**src/rtl/mp3_pkg.sv**
```systemverilog
// Shared SCI opcodes, VS10xx register addresses and the scheduler state type.
package mp3_pkg;

    localparam logic [7:0] SCI_OP_WRITE = 8'h02;
    localparam logic [7:0] SCI_OP_READ  = 8'h03;

    localparam logic [7:0] SCI_MODE     = 8'h00;
    localparam logic [7:0] SCI_BASS     = 8'h02;
    localparam logic [7:0] SCI_CLOCKF   = 8'h03;
    localparam logic [7:0] SCI_VOL      = 8'h0B;

    typedef enum logic [2:0] {
        IDLE,
        HOLD,
        WAIT_DREQ,
        SHIFT,
        GAP
    } sci_state_t;

endpackage

```
**src/rtl/mp3_rr_arb.sv**
```systemverilog
// Combinational round-robin pick: first set request at or after ptr, wrapping.
module mp3_rr_arb #(
    parameter int N_REQ = 4,
    parameter int PW    = 2
) (
    input  logic [N_REQ-1:0] req,
    input  logic [PW-1:0]    ptr,
    output logic [PW-1:0]    g,
    output logic             valid
);

    int unsigned idx;

    always_comb begin
        g     = '0;
        valid = 1'b0;
        idx   = 0;
        for (int unsigned i = 0; i < N_REQ; i++) begin
            idx = (32'(ptr) + i) % N_REQ;
            if (!valid && req[PW'(idx)]) begin
                valid = 1'b1;
                g     = PW'(idx);
            end
        end
    end

endmodule

```
**src/rtl/mp3_sci_sched.sv**
```systemverilog
// Round-robin SCI write scheduler for the VS10xx; all state changes on negedge clk.
// Define MP3_SCI_TIMEOUT_EN to add the HOLD/WAIT_DREQ watchdog (TIMEOUT_CYC, err pulse).
module mp3_sci_sched
    import mp3_pkg::*;
#(
    parameter int N_REQ   = 4,
    parameter int GAP_CYC = 2000
`ifdef MP3_SCI_TIMEOUT_EN
    , parameter int TIMEOUT_CYC = 1000000
`endif
) (
    input  logic                clk,
    input  logic                rst,
    input  logic [N_REQ-1:0]    req,
    input  logic [8*N_REQ-1:0]  wr_addr,
    input  logic [16*N_REQ-1:0] wr_data,
    output logic [N_REQ-1:0]    ack,
    output logic                err,
    output logic                busy,
    input  logic                dreq,
    input  logic                sdi_idle,
    output logic                sdi_hold,
    output logic                xcs,
    output logic                si,
    output logic                sck_en
);

    localparam int PW = $clog2(N_REQ);
    localparam int GW = (GAP_CYC > 0) ? $clog2(GAP_CYC + 1) : 1;

    sci_state_t        state, state_nx;
    logic [PW-1:0]     ptr, ptr_nx, g_q, g_nx, g_arb;
    logic              arb_valid;
    logic [31:0]       shreg, shreg_nx;
    logic [5:0]        cnt, cnt_nx;
    logic [GW-1:0]     gcnt, gcnt_nx;
    logic              xcs_nx, si_nx, sck_en_nx, sdi_hold_nx;
    logic [N_REQ-1:0]  ack_nx;
`ifdef MP3_SCI_TIMEOUT_EN
    localparam int WW = $clog2(TIMEOUT_CYC + 1);
    logic [WW-1:0]     wcnt, wcnt_nx;
    logic              err_nx, wdog_hit;
`endif

    mp3_rr_arb #(.N_REQ(N_REQ), .PW(PW)) u_arb (
        .req   (req),
        .ptr   (ptr),
        .g     (g_arb),
        .valid (arb_valid)
    );

    assign busy = (state != IDLE);

    always_comb begin
        state_nx    = state;
        ptr_nx      = ptr;
        g_nx        = g_q;
        shreg_nx    = shreg;
        cnt_nx      = cnt;
        gcnt_nx     = gcnt;
        xcs_nx      = xcs;
        si_nx       = si;
        sck_en_nx   = sck_en;
        sdi_hold_nx = sdi_hold;
        ack_nx      = '0;
`ifdef MP3_SCI_TIMEOUT_EN
        err_nx      = 1'b0;
        wcnt_nx     = wcnt;
        wdog_hit    = (wcnt == WW'(TIMEOUT_CYC - 1));
`endif
        case (state)
            IDLE: begin
                if (arb_valid) begin
                    g_nx        = g_arb;
                    ptr_nx      = PW'((int'(g_arb) + 1) % N_REQ);
                    shreg_nx    = {SCI_OP_WRITE, wr_addr[8*int'(g_arb) +: 8],
                                   wr_data[16*int'(g_arb) +: 16]};
                    sdi_hold_nx = 1'b1;
                    state_nx    = HOLD;
`ifdef MP3_SCI_TIMEOUT_EN
                    wcnt_nx     = '0;
`endif
                end
            end
            HOLD, WAIT_DREQ: begin
                if (state == HOLD && sdi_idle) begin
                    state_nx = WAIT_DREQ;
                end else if (state == WAIT_DREQ && dreq) begin
                    state_nx = SHIFT;
                    cnt_nx   = 6'd32;
                end
`ifdef MP3_SCI_TIMEOUT_EN
                // Progress wins over the watchdog when both land on the same edge.
                else if (wdog_hit) begin
                    ack_nx[g_q] = 1'b1;
                    err_nx      = 1'b1;
                    sdi_hold_nx = 1'b0;
                    state_nx    = IDLE;
                end
                wcnt_nx = wcnt + 1'b1;
`endif
            end
            SHIFT: begin
                if (cnt != '0) begin
                    xcs_nx    = 1'b0;
                    sck_en_nx = 1'b1;
                    si_nx     = shreg[5'(cnt - 6'd1)];
                    cnt_nx    = cnt - 6'd1;
                end else begin
                    xcs_nx    = 1'b1;
                    sck_en_nx = 1'b0;
                    si_nx     = 1'b0;
                    gcnt_nx   = GW'(GAP_CYC);
                    state_nx  = GAP;
                end
            end
            GAP: begin
                if (gcnt != '0) begin
                    gcnt_nx = gcnt - 1'b1;
                end else begin
                    ack_nx[g_q] = 1'b1;
                    sdi_hold_nx = 1'b0;
                    state_nx    = IDLE;
                end
            end
            default: state_nx = IDLE;
        endcase
    end

    always_ff @(negedge clk or negedge rst) begin
        if (!rst) begin
            state    <= IDLE;
            ptr      <= '0;
            g_q      <= '0;
            shreg    <= '0;
            cnt      <= '0;
            gcnt     <= '0;
            xcs      <= 1'b1;
            si       <= 1'b0;
            sck_en   <= 1'b0;
            sdi_hold <= 1'b0;
            ack      <= '0;
`ifdef MP3_SCI_TIMEOUT_EN
            err      <= 1'b0;
            wcnt     <= '0;
`endif
        end else begin
            state    <= state_nx;
            ptr      <= ptr_nx;
            g_q      <= g_nx;
            shreg    <= shreg_nx;
            cnt      <= cnt_nx;
            gcnt     <= gcnt_nx;
            xcs      <= xcs_nx;
            si       <= si_nx;
            sck_en   <= sck_en_nx;
            sdi_hold <= sdi_hold_nx;
            ack      <= ack_nx;
`ifdef MP3_SCI_TIMEOUT_EN
            err      <= err_nx;
            wcnt     <= wcnt_nx;
`endif
        end
    end

`ifndef MP3_SCI_TIMEOUT_EN
    assign err = 1'b0;
`endif

endmodule

```
**config.mk**
```make
export PLATFORM = sky130hd
export DESIGN_NAME = mp3_sci_sched
export DESIGN_NICKNAME = d
export VERILOG_FILES = /design/src/rtl/mp3_pkg.sv /design/src/rtl/mp3_rr_arb.sv /design/src/rtl/mp3_sci_sched.sv
export SDC_FILE = /design/constraint.sdc
export NUM_CORES = 1
export LEC_CHECK = 0
export CELL_PAD_IN_SITES_DETAIL_PLACEMENT = 0
export CELL_PAD_IN_SITES_GLOBAL_PLACEMENT = 2
export CORE_MARGIN = 2
export CORE_UTILIZATION = 27
export DETAILED_ROUTE_END_ITERATION = 6
export PLACE_DENSITY_LB_ADDON = 0.1
export SYNTH_ARGS = -nofsm -noshare
export SYNTH_HDL_FRONTEND = slang
export SYNTH_SLANG_ARGS = --single-unit
```
**constraint.sdc**
```tcl
create_clock -name clk -period 3.7 [get_ports clk]
set_clock_uncertainty 0.1 [all_clocks]
set_input_delay 0.555 -clock clk [delete_from_list [all_inputs] [get_ports clk]]
set_output_delay 0.555 -clock clk [all_outputs]
set_load 0.005 [all_outputs]
```
==> flow_summary.json, run 1 <==
{
  "run_status": "finished, violations left",
  "violations_in_the_final_reports": "negative setup slack",
  "post_route_insts_no_fill": 714,
  "worst_setup_path_start_kind": "flop",
  "synth_cell_types": 56,
  "number_of_buffers_added_to_fix_hold_violations_after_cts": 0,
  "filler_cell_count": 1258,
  "synth_fp_nets": 509,
  "power.density_cell_area_nw_per_um2": 715,
  "grt_pass1_wl_um": 20200,
  "global_route.usage.met1": 0.239,
  "yosys_warnings": 0,
  "cts.reportedPaths.clkPinSlew_ns": 0.04,
  "swShare": 0.390,
  "wire_per_inst_um": 17.3,
  "cts_tree": "done",
  "path_cells": "or3_4 > clkbuf_2",
  "synth.top_cell.area_share": 0.395,
  "post_route_total_power_mw": 4.17,
  "area_delta_synth_final_pct": 64.3,
  "power_switching_mw": 1.62,
  "globalRoute.busiestLayer": "met2",
  "total_area_of_sequential_cells_um2": 1430,
  "initial_utilization": 0.279,
  "synth.largest_area_cell": "dfrtn_1",
  "diodes": 0,
  "synth.ff_latch_count": 57,
  "critical-path-top-delay-family": "simple AND/OR/NAND/NOR gates",
  "design.die.area_um2": 14100,
  "clock_buffers_created_by_tritoncts": 9,
  "layout_common_cells": "clkdlybuf4s50_1, nand2_1, dfrtn_1",
  "die_x_um": 119,
  "drive_above_1_share": 0.223,
  "postLayoutSetupSlackWorst_ns": -0.0241,
  "syn_avg_cell_area_um2": 8.82,
  "totalNegativeSetupSlack_ns": -0.0241,
  "ioPinCount": 114,
  "setup.worst_path.end_class": "output port",
  "drt-pass1-iter-count": 4,
  "cts_max_level": 3,
  "global_route_usage_sum": 0.183,
  "yosysSeqAreaShare": 0.403,
  "leakagePower_nw": 2.39,
  "cell_at_the_root_of_the_clock_tree": "clkbuf_16",
  "mapped_cells": 402,
  "floorplan.die.height_um": 119,
  "groute.layer.met2.usage": 0.312,
  "synth_ff_type": "dfrtn_1",
  "viasPerCell": 4.86,
  "cts-root-to-sink-buffers": 2,
  "grt_use_met3": 0.0309,
  "grt_setup_unrepaired": "true",
  "pin_count_of_the_biggest_net_entering_global_routing": 40,
  "slowest_stage": "or3_4",
  "worst_slew_margin_rel": 0.574,
  "overflow_left_after_global_routing": 0,
  "report.final.hold_viol_count": 0,
  "instance_count_after_placement_with_tap_cells_included": 687,
  "most_common_cell_after_layout_fill_and_taps_aside": "clkdlybuf4s50_1",
  "placementRows": 41,
  "classification_of_the_worst_slack_hold_path": "reg -> reg",
  "area_of_combinational_cells_with_multiple_inputs_um2": 2260,
  "power_report.internal_total_mw": 2.54,
  "max_incr_delay_on_cp_ns": 0.42,
  "max_slew.worst_pin.slew_ns": 0.638,
  "number_of_antenna_violations_at_the_first_check_in_global_routing": 0,
  "cell_types_occupying_the_most_area_after_synthesis": "dfrtn_1, nand2_1, a311oi_1",
  "antenna_violating_nets_post_route": 0,
  "synth-edff-count": 0,
  "critPathMaxFanout": 2,
  "vias_in_the_first_global_route": 3823,
  "portBuffers": 112,
  "clk-insertion-delay-late_ns": 0.33,
  "worstSetupPathType": "reg -> out",
  "core_region_area_um2": 12700,
  "place.gp.congestion": 0.812,
  "p_clk_frac": 0.193,
  "syn-cell-area_um2": 3550,
  "synth_async_sr_flop_share": 1.00,
  "via_count": 3470,
  "timing_max_transition_violations_final": 0,
  "timing.critical_path.required_ns": 3.04,
  "drt_wl_total_um": 12400,
  "setup_viol": 1,
  "fin_nets": 644,
  "cp.buffers_inverters": 1,
  "detailedRoute.firstIterationViolations": 143,
  "max_cap_viol_count": 0,
  "cts_sinks": 57,
  "vdd.ir_drop.worst_mv": 0.260,
  "postLayoutCoreUtil": 0.458,
  "portion_of_total_power_attributed_to_sequential_cells": 0.269,
  "hpwlAfterDp_um": 8770,
  "arrival_worst_endpoint_ns": 3.07,
  "drc_violations_left": 0,
  "comb_power_share": 0.539
}
[synthesized netlist by cell type, drive strengths merged, types with 5 or more instances]
master,count
nor3b,5
nand2,70
buf,12
o21ai,16
inv,11
clkbuf,20
a311oi,24
mux4,6
xor2,7
and2,26
nand2b,5
nor3,7
o31ai,6
nor2,47
a221oi,23
dfrtn,56
[worst paths after layout]
check                                from        end  slack, ns  depth (start not counted)
worst max-delay path             state[1]       busy      -0.02                          2
worst min-delay path            shreg[25]  shreg[25]       0.31                          1
worst max register to register    gcnt[0]    gcnt[1]       1.19                          7
worst min register to register  shreg[25]  shreg[25]       0.31                          1
max in group asynchronous             rst        xcs       1.28                          2
min in group asynchronous             rst    gcnt[0]       1.85                          2
[power groups by stage]
stage	Sequential, mW	Combinational [mW]	Clock [mW]
after floorplan	1.06	1.29	0.00338
after global placement	1.12	1.88	0.00338
after detailed placement	1.13	1.88	0.00338
after CTS	1.12	2.14	0.825
after global routing	1.16	2.47	0.863
final	1.12	2.24	0.802
[metal layers]
metal  share of wire  vias to the layer above
met4           0.012                        0
li1                -                     1731
met3           0.028                       13
met2            0.50                       75
met5               0                        -
met1            0.46                     1651
[cell families (layout without fill, tap and decap cells)]
group / after synthesis / count (layout) / synth area share
AO/OA/AOI/OAI: 87 / 87 / 0.193
XOR/XNOR: 9 / 9 / 0.0222
adder cells (fa/ha/maj): 3 / 3 / 0.0106
buffers and inverters: 43 / 182 / 0.0533
flip-flops: 57 / 57 / 0.403
multiplexers: 12 / 12 / 0.0558
other: 1 / 1 / 0.00106
AND/OR/NAND/NOR: 190 / 191 / 0.261
[final cells by class]
class                      count  area share
inverter                      10     0.00644
multi-input combinational    303       0.388
timing repair buffer         155       0.273
clock buffer                  14      0.0487
tap                          172      0.0369
clock inverter                 3     0.00236
sequential                    57       0.245
[registers in the layout (all words and copies together), names as in the netlist]
signal and flops:
ack 4, cnt 6, g_q 2, gcnt 11
ptr 2, sck_en 1, sdi_hold 1, shreg 25
si 1, state 3, xcs 1
[worst register-to-register path: stages, from the launching register on]
cell and delay (ns):
dfrtn_1 0.36, inv_1 0.06, ha_1 0.18, nor3b_1 0.55, nand4_1 0.42, a21oi_1 0.47, or3b_1 0.17, o21ai_1 0.05
[what timing repair did]
action                                  CTS  global route
endpoints found under the setup margin   45            17
pin swaps                                 6             8
gates cloned                              4             2
buffers inserted                          3             2
gates resized for setup                  55            26
[stage by stage]
stage / setup slack, ns / hold slack (ns) / instance area, um2
floorplan: -0.0300 / 0.290 / 3610
global placement: -0.686 / 0.324 / 5070
detailed placement: -0.701 / 0.318 / 5070
CTS: -0.119 / 0.319 / 5640
global route: -0.0603 / 0.339 / 5830
finish: -0.0241 / 0.313 / 5830
No activity file was read; power rests on OpenSTA's default activity.
==> run 2: changes to the inputs <==
Settings changed: CORE_UTILIZATION 27 to 37, DONT_BUFFER_PORTS from default to 1.
==> flow_summary.json, run 2 (synthesized netlist as in run 1, its figures left out) <==
{
  "ioPinCount": 114,
  "layout_common_cells": "nand2_1, dfrtn_1, nor2_1",
  "area_delta_synth_final_pct": 14.4,
  "grt_pass1_wl_um": 16200,
  "cts_tree": "done",
  "design.die.area_um2": 10400,
  "die_x_um": 102,
  "flip_flop_count_of_the_largest_register_all_copies_and_words_added": 25,
  "detailedRoute.firstIterationViolations": 134,
  "timing_max_transition_violations_final": 0,
  "worst_setup_path_start_kind": "flop",
  "worstSetupPathType": "reg -> out",
  "placementRows": 35,
  "max_cap_viol_count": 0,
  "placed_area_um2": 3830,
  "core_region_area_um2": 9280,
  "worstHoldPathCells": 1,
  "cts-root-to-sink-buffers": 2,
  "power.density_cell_area_nw_per_um2": 843,
  "ff2ff_path_depth": 7,
  "path_depth": 1,
  "antenna_violating_nets_post_route": 0,
  "run_status": "finished clean",
  "post_route_insts_no_fill": 541,
  "diodes": 0,
  "timing.critical_path.required_ns": 3.04,
  "clock_buffers_created_by_tritoncts": 9,
  "classification_of_the_worst_slack_hold_path": "reg -> reg",
  "cell_at_the_root_of_the_clock_tree": "clkbuf_8",
  "post_route_total_power_mw": 3.42,
  "grt_setup_unrepaired": "false",
  "r2r_slack_ns": 1.15,
  "global_route_usage_sum": 0.204,
  "viasPerCell": 5.64,
  "critical-path-top-delay-family": "simple AND/OR/NAND/NOR gates",
  "regMostFlops": "shreg",
  "cts_sinks": 57,
  "arrival_worst_endpoint_ns": 2.98,
  "overflow_left_after_global_routing": 0,
  "pin_count_of_the_biggest_net_entering_global_routing": 58,
  "initial_utilization": 0.382,
  "floorplan.die.height_um": 102,
  "clk-insertion-delay-late_ns": 0.32,
  "number_of_buffers_added_to_fix_hold_violations_after_cts": 0,
  "most_common_cell_after_layout_fill_and_taps_aside": "nand2_1",
  "vias_in_the_first_global_route": 3117,
  "leakagePower_nw": 1.64,
  "number_of_antenna_violations_at_the_first_check_in_global_routing": 0,
  "totalNegativeSetupSlack_ns": 0,
  "setup.worst_path.end_class": "output port",
  "drive_above_1_share": 0.146,
  "reg_top3": "shreg x25, gcnt x11, cnt x6",
  "hpwlAfterDp_um": 7370,
  "place.gp.congestion": 0.878,
  "max_incr_delay_on_cp_ns": 0.43,
  "via_count": 3049,
  "postLayoutCellArea_um2": 4060,
  "critPathMaxFanout": 5,
  "drc_violations_left": 0,
  "drt-pass1-iter-count": 6,
  "max_slew.worst_pin.slew_ns": 0.671,
  "slowest_stage": "or3_4",
  "report.final.hold_viol_count": 0,
  "vdd.ir_drop.worst_mv": 0.305,
  "path_cells": "or3_4",
  "instance_count_after_placement_with_tap_cells_included": 521,
  "setup_viol": 0,
  "drt_wl_total_um": 10100,
  "fin_nets": 514,
  "cp.buffers_inverters": 0,
  "cts_max_level": 3,
  "wire_per_inst_um": 18.7,
  "portBuffers": 0,
  "cts.reportedPaths.clkPinSlew_ns": 0.05,
  "worst_slew_margin_rel": 0.552
}
## run 2: cell types whose count changed in the layout (fill, tap and decap cells not counted), moves of 5 or more
cell             delta
a221oi_1           +23
a221oi_2           -17
a221oi_4            -6
buf_2               -5
buf_4              -12
clkbuf_16          -11
clkbuf_8            +6
clkdlybuf4s50_1    -97
dlygate4sd2_1       -8
## run 2: worst paths after layout
path | from | end
setup / recovery | state[1] | busy
hold / removal | shreg[25] | shreg[25]
setup reg to reg | gcnt[0] | gcnt[1]
max in group asynchronous | rst | xcs
hold reg to reg | shreg[25] | shreg[25]
min in group asynchronous | rst | cnt[5]
## run 2: layout make-up
class | count | area (um2)
Multi-Input combinational cell | 302 | 1950
Sequential cell | 57 | 1430
Clock buffer | 13 | 149
Clock inverter | 4 | 43.8
Inverter | 10 | 37.5
Fill cell | 944 | 5230
Tap cell | 129 | 161
Timing Repair Buffer | 26 | 283
## run 2: per-layer routing
layer / routed length [um] / vias to the layer above / GRT usage
li1: - / 1463 / -
met4: 253 / 0 / 0.0872
met1: 4420 / 1468 / 0.263
met3: 568 / 17 / 0.0424
met5: 0 / - / 0
met2: 4900 / 101 / 0.335
## run 2: report_power, final
part	internal (mW)	switching, mW	leakage, nW	total [mW]
combinational	0.800	0.913	0.882	1.71
clock	0.329	0.246	0.0989	0.575
sequential	0.914	0.215	0.661	1.13
## run 2: through the flow
step,util,worst slack [ns],hold slack [ns]
after floorplan,-,-0.0300,0.290
after global placement,0.413,-0.0819,0.316
after detailed placement,0.413,-0.154,0.313
after CTS,0.434,0.00180,0.313
after global routing,0.437,0.0337,0.322
final,0.437,0.0644,0.315
## run 2: what timing repair did
item	in CTS	in global routing
setup endpoints to repair	1	1
buffers inserted	0	4
gates resized for setup	1	0
==> run 3: changes to the inputs <==
==> constraint.sdc (replaced) <==
create_clock -name clk -period 3.7 [get_ports clk]
set_clock_uncertainty 0.1 [all_clocks]
set_input_delay 1.11 -clock clk [delete_from_list [all_inputs] [get_ports clk]]
set_output_delay 1.11 -clock clk [all_outputs]
set_load 0.005 [all_outputs]
==> flow_summary.json, run 3 (synthesized netlist as in run 1, its figures left out) <==
{
  "capturing_point_of_the_worst_reg2reg_path": "gcnt[1]",
  "wire_per_inst_um": 20.4,
  "flip_flop_count_of_the_largest_register_all_copies_and_words_added": 25,
  "detailedRoute.firstIterationViolations": 53,
  "classification_of_the_worst_slack_hold_path": "reg -> reg",
  "die_x_um": 102,
  "max_slew.worst_pin.slew_ns": 0.595,
  "clock_buffers_created_by_tritoncts": 9,
  "timing_max_transition_violations_final": 0,
  "drc_violations_left": 0,
  "fin_nets": 530,
  "run_status": "finished, violations left",
  "via_count": 3189,
  "setup_viol": 40,
  "p_clk_frac": 0.170,
  "cts-root-to-sink-buffers": 2,
  "max_cap_viol_count": 0,
  "drive_above_1_share": 0.297,
  "cts_max_level": 3,
  "critical-path-top-delay-family": "simple AND/OR/NAND/NOR gates",
  "report.final.hold_viol_count": 0,
  "max_incr_delay_on_cp_ns": 0.42,
  "area_of_combinational_cells_with_multiple_inputs_um2": 2410,
  "dpl_worst_slack_ns": -0.661,
  "cts_tree": "done",
  "critPathMaxFanout": 2,
  "worst_setup_path_start_kind": "flop",
  "worstSetupPathType": "reg -> out",
  "swShare": 0.405,
  "arrival_worst_endpoint_ns": 2.93,
  "pin_count_of_the_biggest_net_entering_global_routing": 58,
  "drt-pass1-iter-count": 4,
  "most_common_cell_after_layout_fill_and_taps_aside": "nand2_1",
  "clk-insertion-delay-late_ns": 0.33,
  "r2r-start": "gcnt[0]",
  "global_route_usage_sum": 0.226,
  "post_route_total_power_mw": 4.03,
  "grt_setup_unrepaired": "true",
  "layout_common_cells": "nand2_1, dfrtn_1, nor2_1",
  "vias_in_the_first_global_route": 3335,
  "reg_top3": "shreg x25, gcnt x11, cnt x6",
  "power_switching_mw": 1.63,
  "path_depth": 1,
  "ioPinCount": 114,
  "cts.reportedPaths.clkPinSlew_ns": 0.05,
  "cell_at_the_root_of_the_clock_tree": "clkbuf_8",
  "initial_utilization": 0.382,
  "power_report.internal_total_mw": 2.40,
  "floorplan.die.height_um": 102,
  "overflow_left_after_global_routing": 0,
  "worst_slew_margin_rel": 0.603,
  "r2r_slack_ns": 1.21,
  "power.density_cell_area_nw_per_um2": 836,
  "violations_in_the_final_reports": "negative setup slack",
  "timing.critical_path.required_ns": 2.49,
  "core_region_area_um2": 9280,
  "portion_of_total_power_attributed_to_sequential_cells": 0.285,
  "cts_sinks": 57,
  "total_area_of_sequential_cells_um2": 1430,
  "postLayoutSetupSlackWorst_ns": -0.441,
  "timing.critical_path.to": "busy",
  "path_cells": "or3_4",
  "viasPerCell": 5.69,
  "comb_power_share": 0.545,
  "area_delta_synth_final_pct": 36.0,
  "timing.critical_path.from": "state[0]",
  "portBuffers": 0,
  "number_of_antenna_violations_at_the_first_check_in_global_routing": 3,
  "leakagePower_nw": 1.93,
  "design.die.area_um2": 10400,
  "place.gp.congestion": 0.803,
  "placementRows": 35,
  "slowest_stage": "or3_4",
  "antenna_violating_nets_post_route": 0,
  "ff2ff_path_depth": 7,
  "hpwlAfterDp_um": 7430,
  "drt_wl_total_um": 11400,
  "cp.buffers_inverters": 0,
  "setup.worst_path.end_class": "output port",
  "grt_pass1_wl_um": 18000,
  "regMostFlops": "shreg",
  "filler_cell_count": 861,
  "vdd.ir_drop.worst_mv": 0.425
}
[run 3: changes by cell type in the layout (fill, tap and decap cells not counted), sizes merged]
cell    delta
and3       +2
buf       +10
bufbuf     +2
bufinv     +1
clkinv     +1
diode      +3
[run 3: through the flow]
| stage | hold slack, ns | utilization | cell area, um2 | std cells | setup TNS (ns) |
|---|---|---|---|---|---|
| after floorplan | 0.294 | - | 3840 | 402 | -16.10 |
| after global placement | 0.332 | 0.433 | 4020 | 523 | -19.30 |
| after detailed placement | 0.349 | 0.433 | 4020 | 523 | -19.67 |
| after CTS | 0.349 | 0.505 | 4690 | 558 | -8.39 |
| after global routing | 0.386 | 0.519 | 4820 | 560 | -9.90 |
| final | 0.350 | 0.519 | 4820 | 560 | -8.51 |
[run 3: worst min path at each step]
stage                   start  slack, ns        end  cells after the start
finish                gcnt[2]       0.35    gcnt[2]                      1
global route        shreg[25]       0.39  shreg[25]                      1
CTS                   gcnt[2]       0.35    gcnt[2]                      1
detailed placement    gcnt[2]       0.35    gcnt[2]                      1
global placement    shreg[25]       0.33  shreg[25]                      1
floorplan            state[2]       0.29   state[0]                      1
[run 3: layer usage]
metal / share of wire / global-route usage
met1: 0.45 / 0.297
met2: 0.48 / 0.366
met3: 0.054 / 0.0595
met4: 0.013 / 0.0708
met5: 0 / 0
[run 3: power by group through the flow]
stage	registers [mW]	logic, mW	clock network, mW
2_1_floorplan	1.07	1.43	0.00338
3_3_place_gp	1.14	1.76	0.00338
3_5_place_dp	1.15	1.76	0.00338
4_1_cts	1.14	2.13	0.698
5_1_grt	1.19	2.40	0.732
6_report	1.15	2.20	0.685
[run 3: final cells by class]
cell class | count | share of cell area
Multi-Input combinational cell | 304 | 0.499
Sequential cell | 57 | 0.296
Timing Repair Buffer | 40 | 0.114
Tap cell | 129 | 0.0335
Clock buffer | 11 | 0.0314
Clock inverter | 6 | 0.0169
Inverter | 10 | 0.00779
Antenna cell | 3 | 0.00156
[run 3: what timing repair did]
| action | 4_1_cts | 5_1_grt |
|---|---|---|
| gates resized for setup | 39 | 24 |
| hold buffers | 0 | 0 |
| endpoints found under the setup margin | 41 | 41 |
| gates cloned | 9 | 0 |
| pin swaps | 15 | 10 |
| setup buffers | 10 | 3 |
